`src/rtl/cla_pkg.sv`:
```
// ============================================================================
// cla_pkg : shared types and constants for the serial CLA adder controller
// Rev 1.0 : initial release
// ============================================================================
`default_nettype none

package cla_pkg;

  localparam int NIBBLE_W = 4;

  typedef enum logic [1:0] {
    IDLE = 2'd0,
    RUN  = 2'd1,
    DONE = 2'd2
  } state_e;

  function automatic bit width_ok(input int w);
    return (w >= 8) && ((w % NIBBLE_W) == 0);
  endfunction

endpackage

`default_nettype wire

```
`src/rtl/cla4bit.sv`:
```
// ============================================================================
// cla4bit : 4-bit carry-lookahead adder slice
// Rev 1.0 : initial release
// ============================================================================
`default_nettype none

module cla4bit (
  input  logic [3:0] a_i,
  input  logic [3:0] b_i,
  input  logic       cin_i,
  output logic [3:0] s_o,
  output logic       cout_o
);

  logic [3:0] w_g;
  logic [3:0] w_p;
  logic [3:0] w_c;

  assign w_g = a_i & b_i;
  assign w_p = a_i ^ b_i;

  assign w_c[0] = cin_i;
  assign w_c[1] = w_g[0] | (w_p[0] & cin_i);
  assign w_c[2] = w_g[1] | (w_p[1] & w_g[0]) | (w_p[1] & w_p[0] & cin_i);
  assign w_c[3] = w_g[2] | (w_p[2] & w_g[1]) | (w_p[2] & w_p[1] & w_g[0])
                | (w_p[2] & w_p[1] & w_p[0] & cin_i);
  assign cout_o = w_g[3] | (w_p[3] & w_g[2]) | (w_p[3] & w_p[2] & w_g[1])
                | (w_p[3] & w_p[2] & w_p[1] & w_g[0])
                | (w_p[3] & w_p[2] & w_p[1] & w_p[0] & cin_i);

  assign s_o = w_p ^ w_c;

endmodule

`default_nettype wire

```
`src/rtl/cla_serial_add_ctrl.sv`:
```
// ============================================================================
// cla_serial_add_ctrl : WIDTH-bit adder built from one shared 4-bit CLA slice,
// one nibble per cycle. Optional subtract mode: define CLA_SERIAL_SUB_EN.
// Rev 1.0 : initial release
// ============================================================================
`default_nettype none

module cla_serial_add_ctrl
  import cla_pkg::*;
#(
  parameter int WIDTH = 32
) (
  input  logic             clk,
  input  logic             rst_n,
  input  logic             in_valid,
  output logic             in_ready,
  input  logic [WIDTH-1:0] a,
  input  logic [WIDTH-1:0] b,
  input  logic             cin,
`ifdef CLA_SERIAL_SUB_EN
  input  logic             sub,
`endif
  output logic             out_valid,
  input  logic             out_ready,
  output logic [WIDTH-1:0] sum,
  output logic             cout,
  output logic             busy
);

  localparam int NSLICE = WIDTH / NIBBLE_W;
  localparam int CNT_W  = (NSLICE > 1) ? $clog2(NSLICE) : 1;
  localparam logic [CNT_W-1:0] LAST_CNT = CNT_W'(NSLICE - 1);

  generate
    if (!width_ok(WIDTH)) begin : g_width_check
      $error("cla_serial_add_ctrl: WIDTH must be a multiple of 4 and >= 8");
    end
  endgenerate

  state_e           state_q;
  logic [WIDTH-1:0] a_sh_q, b_sh_q, sum_sh_q, sum_q;
  logic [CNT_W-1:0] cnt_q;
  logic             carry_q, cout_q, in_ready_q, out_valid_q, busy_q;
  logic             sub_q;
  logic             w_req_sub;

`ifdef CLA_SERIAL_SUB_EN
  assign w_req_sub = sub;
`else
  assign w_req_sub = 1'b0;
  assign sub_q     = 1'b0;
`endif

  logic [3:0]       w_b_nib, w_slice_s;
  logic             w_slice_c;
  logic [WIDTH-1:0] sum_sh_d;

  // Subtraction is a + ~b + 1: invert each b nibble, carry seeded at accept.
  assign w_b_nib = b_sh_q[3:0] ^ {4{sub_q}};

  cla4bit u_slice (
    .a_i    (a_sh_q[3:0]),
    .b_i    (w_b_nib),
    .cin_i  (carry_q),
    .s_o    (w_slice_s),
    .cout_o (w_slice_c)
  );

  assign sum_sh_d = {w_slice_s, sum_sh_q[WIDTH-1:NIBBLE_W]};

  always_ff @(posedge clk or negedge rst_n) begin
    if (!rst_n) begin
      state_q     <= IDLE;
      a_sh_q      <= '0;
      b_sh_q      <= '0;
      sum_sh_q    <= '0;
      sum_q       <= '0;
      cnt_q       <= '0;
      carry_q     <= 1'b0;
      cout_q      <= 1'b0;
      in_ready_q  <= 1'b1;
      out_valid_q <= 1'b0;
      busy_q      <= 1'b0;
`ifdef CLA_SERIAL_SUB_EN
      sub_q       <= 1'b0;
`endif
    end else begin
      case (state_q)
        IDLE: begin
          if (in_valid && in_ready_q) begin
            a_sh_q     <= a;
            b_sh_q     <= b;
            carry_q    <= w_req_sub ? 1'b1 : cin;
`ifdef CLA_SERIAL_SUB_EN
            sub_q      <= w_req_sub;
`endif
            cnt_q      <= '0;
            state_q    <= RUN;
            in_ready_q <= 1'b0;
            busy_q     <= 1'b1;
          end
        end
        RUN: begin
          a_sh_q   <= a_sh_q >> NIBBLE_W;
          b_sh_q   <= b_sh_q >> NIBBLE_W;
          sum_sh_q <= sum_sh_d;
          carry_q  <= w_slice_c;
          cnt_q    <= cnt_q + CNT_W'(1);
          // Visible result changes only here, once every nibble is in place.
          if (cnt_q == LAST_CNT) begin
            sum_q       <= sum_sh_d;
            cout_q      <= w_slice_c;
            out_valid_q <= 1'b1;
            state_q     <= DONE;
          end
        end
        DONE: begin
          if (out_ready) begin
            state_q     <= IDLE;
            out_valid_q <= 1'b0;
            in_ready_q  <= 1'b1;
            busy_q      <= 1'b0;
          end
        end
        default: begin
          state_q     <= IDLE;
          in_ready_q  <= 1'b1;
          out_valid_q <= 1'b0;
          busy_q      <= 1'b0;
        end
      endcase
    end
  end

  assign in_ready  = in_ready_q;
  assign out_valid = out_valid_q;
  assign busy      = busy_q;
  assign sum       = sum_q;
  assign cout      = cout_q;

endmodule

`default_nettype wire

```
`config.mk`:
```
export PLATFORM = sky130hd
export DESIGN_NAME = cla_serial_add_ctrl
export DESIGN_NICKNAME = d
export VERILOG_FILES = /design/src/rtl/cla_pkg.sv /design/src/rtl/cla4bit.sv /design/src/rtl/cla_serial_add_ctrl.sv
export SDC_FILE = /design/constraint.sdc
export NUM_CORES = 1
export LEC_CHECK = 0
export CAP_MARGIN = 20
export CORE_UTILIZATION = 48
export DETAILED_ROUTE_END_ITERATION = 8
export GPL_TIMING_DRIVEN = 1
export PLACE_DENSITY = 0.87
export SKIP_LAST_GASP = 1
export SYNTH_ARGS = -nofsm -noshare
export SYNTH_HDL_FRONTEND = slang
export SYNTH_SLANG_ARGS = --single-unit
```
`constraint.sdc`:
```
create_clock -name clk -period 1.57 [get_ports clk]
set_input_delay 0.314 -clock clk [delete_from_list [all_inputs] [get_ports clk]]
set_output_delay 0.314 -clock clk [all_outputs]
set_load 0.03 [all_outputs]
```
==> results.sh <==
export IMPL_clock_latency_ns=0.42
export IMPL_critPathKind="reg2reg"
export IMPL_viasPerCell=5.541
export IMPL_synth_seq_cells=134
export IMPL_report_final_hold_viol_count=0
export IMPL_comb_power_share=0.424
export IMPL_worst_ep_arrival_time_ns=1.93
export IMPL_final_period_utilization=1.008
export IMPL_ant_nets=0
export IMPL_synth_seq_area_share=0.5664
export IMPL_switching_power_uw=6542
export IMPL_critical_path_top_delay_family="simple AND/OR/NAND/NOR gates"
export IMPL_power_density_cell_area_mw_per_mm2=2108
export IMPL_drt_iter0_drc=283
export IMPL_cellInternalPower_uw=10140
export IMPL_worstSetupPathDepth=4
export IMPL_drtPass1Iterations=5
export IMPL_seq_power_share=0.350
export IMPL_setup_viol=1
export IMPL_postSynthNetCount=599
export IMPL_chip_width_um=113.1
export IMPL_dr_total_vias=4438
export IMPL_yosysWarnings=0
export IMPL_timing_critical_path_cells="buf_12 > nand3b_4 > or4_1 > nand3_1"
export IMPL_grt_start_max_net_pins=67
export IMPL_gp_congestion=0.8040
export IMPL_fmax_mhz=632.1
export IMPL_dpl_hpwl_um=9015
export IMPL_cts_htree_levels=4
export IMPL_final_period_minus_worst_setup_slack_ns=1.582
export IMPL_buffer_ports_inserted=104
export IMPL_synth_enable_flop_cells=0
export IMPL_required_worst_endpoint_ns=1.92
export IMPL_grt_usage=0.2333
export IMPL_design_area_mm2=0.007913
export IMPL_drive_gt1_frac=0.1758
export IMPL_grt_antenna_before_repair=0
export IMPL_max_cap_violations=0
export IMPL_drt_total_wl_um=13900
export IMPL_worst_r2r_path_cells=4
export IMPL_power_switching_fraction=0.3922
export IMPL_via_count_of_the_first_global_routing_pass=4682
export IMPL_syn_inst=523
export IMPL_run_status="complete, but fails checks"
export IMPL_fin_skew_ns=0.007801
export IMPL_dpl_cell_area_mm2=0.007267
export IMPL_synth_top_flop_cell="sky130_fd_sc_hd__dfrtp_1"
export IMPL_io_pins=105
export IMPL_avgSynthCellArea_um2=11.32
export IMPL_cp_slowest_cell="sky130_fd_sc_hd__or4_1"
export IMPL_maxSlewViolCount=0
export IMPL_failed_checks="setup timing"
export IMPL_max_slew_worst_pin_slew_ns=0.4499
export IMPL_fill_cells=874
export IMPL_synthDistinctLibCells=40
export IMPL_cts_root_to_sink_buffers=2
export IMPL_grt_pass1_wl_um=22920
export IMPL_postSynth_asyncResetShare=1.000
export IMPL_synth_cell_area_mm2=0.005922
export IMPL_cts_made_buffers=17
export IMPL_cell_at_the_root_of_the_clock_tree="sky130_fd_sc_hd__clkbuf_16"
export IMPL_fin_ws_ns=-0.01196
export IMPL_drc=0
export IMPL_rows=40
export IMPL_power_leakage_uw=0.003771
export IMPL_worst_setup_path_end_kind="flop"
export IMPL_cts_sinks=134
export IMPL_antenna_diode_count=0
export IMPL_worst_ir_drop_vdd_uv=836.7
export IMPL_cp_start_kind="flop"
export IMPL_design_core_area_mm2=0.01201
export IMPL_crit_path_max_fanout=66
export IMPL_clockPowerShare=0.226
export IMPL_timing_critical_path_buf_inv=1
export IMPL_num_nets_final=717
export IMPL_area_growth_syn_to_layout_pct=33.62
export IMPL_clk_pin_slew_worst_paths_ns=0.06
export IMPL_clock_tree_from_tritoncts="done"
export IMPL_hold_path_class="in2async"
export IMPL_globalRouteOverflowTotal=0
export IMPL_die_h_um=113.1
export IMPL_routed_wire_length_per_instance_um=17.35
export IMPL_die_area_mm2=0.01279
export IMPL_grt_setup_unrepaired="true"
export IMPL_timing_slew_headroom=0.7001
export IMPL_cpPeakStageDelay_ns=0.52
export IMPL_timing_setup_tns_ns=-0.01196
export IMPL_start_util=0.4930
sequential cells by signal, indices dropped and copies added, names as in the netlist, 2 cells and up:
| register | flops |
|---|---|
| state_q | 2 |
| cnt_q | 3 |
| sum_sh_q | 28 |
| b_sh_q | 32 |
| sum | 32 |
| a_sh_q | 32 |
repair_timing:
item,4_1_cts,5_1_grt
resized for setup,43,11
endpoints found under the setup margin,70,33
hold buffers,1,0
cloned,1,0
hold endpoints to repair,40,0
buffers inserted,4,1
pin swaps,1,1
synthesized netlist by cell type, types with 3 or more instances:
library cell,n,area (um2)
sky130_fd_sc_hd__dfrtp_1,133,3328
sky130_fd_sc_hd__o21ai_0,92,460.4
sky130_fd_sc_hd__nand2_1,84,315.3
sky130_fd_sc_hd__mux2i_1,59,590.6
sky130_fd_sc_hd__o21ai_1,32,160.2
sky130_fd_sc_hd__mux2_2,28,315.3
sky130_fd_sc_hd__clkbuf_1,18,67.56
sky130_fd_sc_hd__a22o_1,11,96.34
sky130_fd_sc_hd__buf_2,8,40.04
sky130_fd_sc_hd__buf_6,6,67.56
sky130_fd_sc_hd__ha_1,6,75.07
sky130_fd_sc_hd__inv_1,5,18.77
sky130_fd_sc_hd__a21oi_1,4,20.02
sky130_fd_sc_hd__buf_12,4,80.08
sky130_fd_sc_hd__nor2b_1,3,18.77
metrics by stage:
step / hold slack (ns) / utilization / worst slack, ns / power [uW] / instances
floorplan: 0.01841 / - / -0.01035 / 10320 / 523
CTS: 0.4074 / 0.6567 / -0.008118 / 16590 / 801
global route: 0.4230 / 0.6588 / -0.04058 / 17700 / 801
finish: 0.4004 / 0.6588 / -0.01196 / 16680 / 801
detailed placement: 0.2711 / 0.6050 / -0.2530 / 12790 / 763
global placement: 0.2670 / 0.6050 / -0.1423 / 12370 / 763
per-layer routing:
metal | track usage | vias up | wire (um) | part of all wire
li1 | - | 2069 | - | -
met1 | 0.2824 | 2205 | 5773 | 0.42
met2 | 0.4094 | 140 | 7316 | 0.53
met3 | 0.05088 | 24 | 536 | 0.039
met4 | 0.08596 | 0 | 274 | 0.020
met5 | 0 | - | 0 | 0
worst reg2reg max path: cells and delay by family (launching register included):
| family | cells | cell delay, ns |
|---|---|---|
| DFF | 1 | 0.42 |
| and+or+nand+nor | 3 | 0.89 |
| buffers and inverters | 1 | 0.20 |
layout make-up:
| cell class | instances | area (um2) | area share |
|---|---|---|---|
| clock buffer | 17 | 425.4 | 0.05376 |
| clock inverter | 15 | 135.1 | 0.01708 |
| inverter | 5 | 18.77 | 0.002372 |
| multi-input combinational | 346 | 2355 | 0.2976 |
| sequential | 134 | 3356 | 0.4241 |
| tap | 147 | 183.9 | 0.02324 |
| timing repair buffer | 137 | 1439 | 0.1818 |
final timing paths:
check / startpoint / to / slack, ns
max: state_q[1] / sum[31] / -0.01
min: rst_n / sum_sh_q[31] / 0.40
min in group clk: sum_sh_q[7] / sum_sh_q[7] / 0.47
max reg2reg: state_q[1] / sum[31] / -0.01
min reg2reg: sum_sh_q[7] / sum_sh_q[7] / 0.47
max in group asynchronous: rst_n / sum[16] / 0.62
kinds of logic (layout without fill, tap and decap cells):
family | after synthesis | in the layout | share of synthesized area
AO/OA/AOI/OAI | 149 | 149 | 0.1375
flip-flops | 134 | 134 | 0.5664
AND/OR/NAND/NOR | 102 | 102 | 0.07712
multiplexers | 87 | 87 | 0.1530
buffers and inverters | 43 | 174 | 0.04838
adder cells (fa/ha/maj) | 7 | 7 | 0.01606
XOR/XNOR | 1 | 1 | 0.001479
power by group through the flow:
| stage | registers, uW | clock network, uW | logic, uW |
|---|---|---|---|
| after floorplan | 6270 | 0 | 4060 |
| after global placement | 5740 | 0 | 6630 |
| after detailed placement | 5850 | 0 | 6940 |
| after CTS | 5820 | 3810 | 6960 |
| after global routing | 6000 | 3980 | 7710 |
| final | 5830 | 3770 | 7080 |
cell usage in the layout, fill, tap and decap left out, types with 3 or more instances in the layout:
cell type and count:
sky130_fd_sc_hd__inv_8 3, sky130_fd_sc_hd__a21oi_1 3, sky130_fd_sc_hd__nor2b_1 3, sky130_fd_sc_hd__inv_6 7, sky130_fd_sc_hd__clkinvlp_4 3, sky130_fd_sc_hd__o21ai_0 91, sky130_fd_sc_hd__mux2i_1 59, sky130_fd_sc_hd__dlygate4sd2_1 32
sky130_fd_sc_hd__clkdlybuf4s50_1 67, sky130_fd_sc_hd__a22o_1 11, sky130_fd_sc_hd__o21ai_1 32, sky130_fd_sc_hd__inv_1 5, sky130_fd_sc_hd__nand2_1 84, sky130_fd_sc_hd__dfrtp_1 132, sky130_fd_sc_hd__clkbuf_16 17, sky130_fd_sc_hd__buf_4 17
sky130_fd_sc_hd__mux2_2 28, sky130_fd_sc_hd__ha_4 3, sky130_fd_sc_hd__buf_12 14
Power figures use the tool's default switching activity.
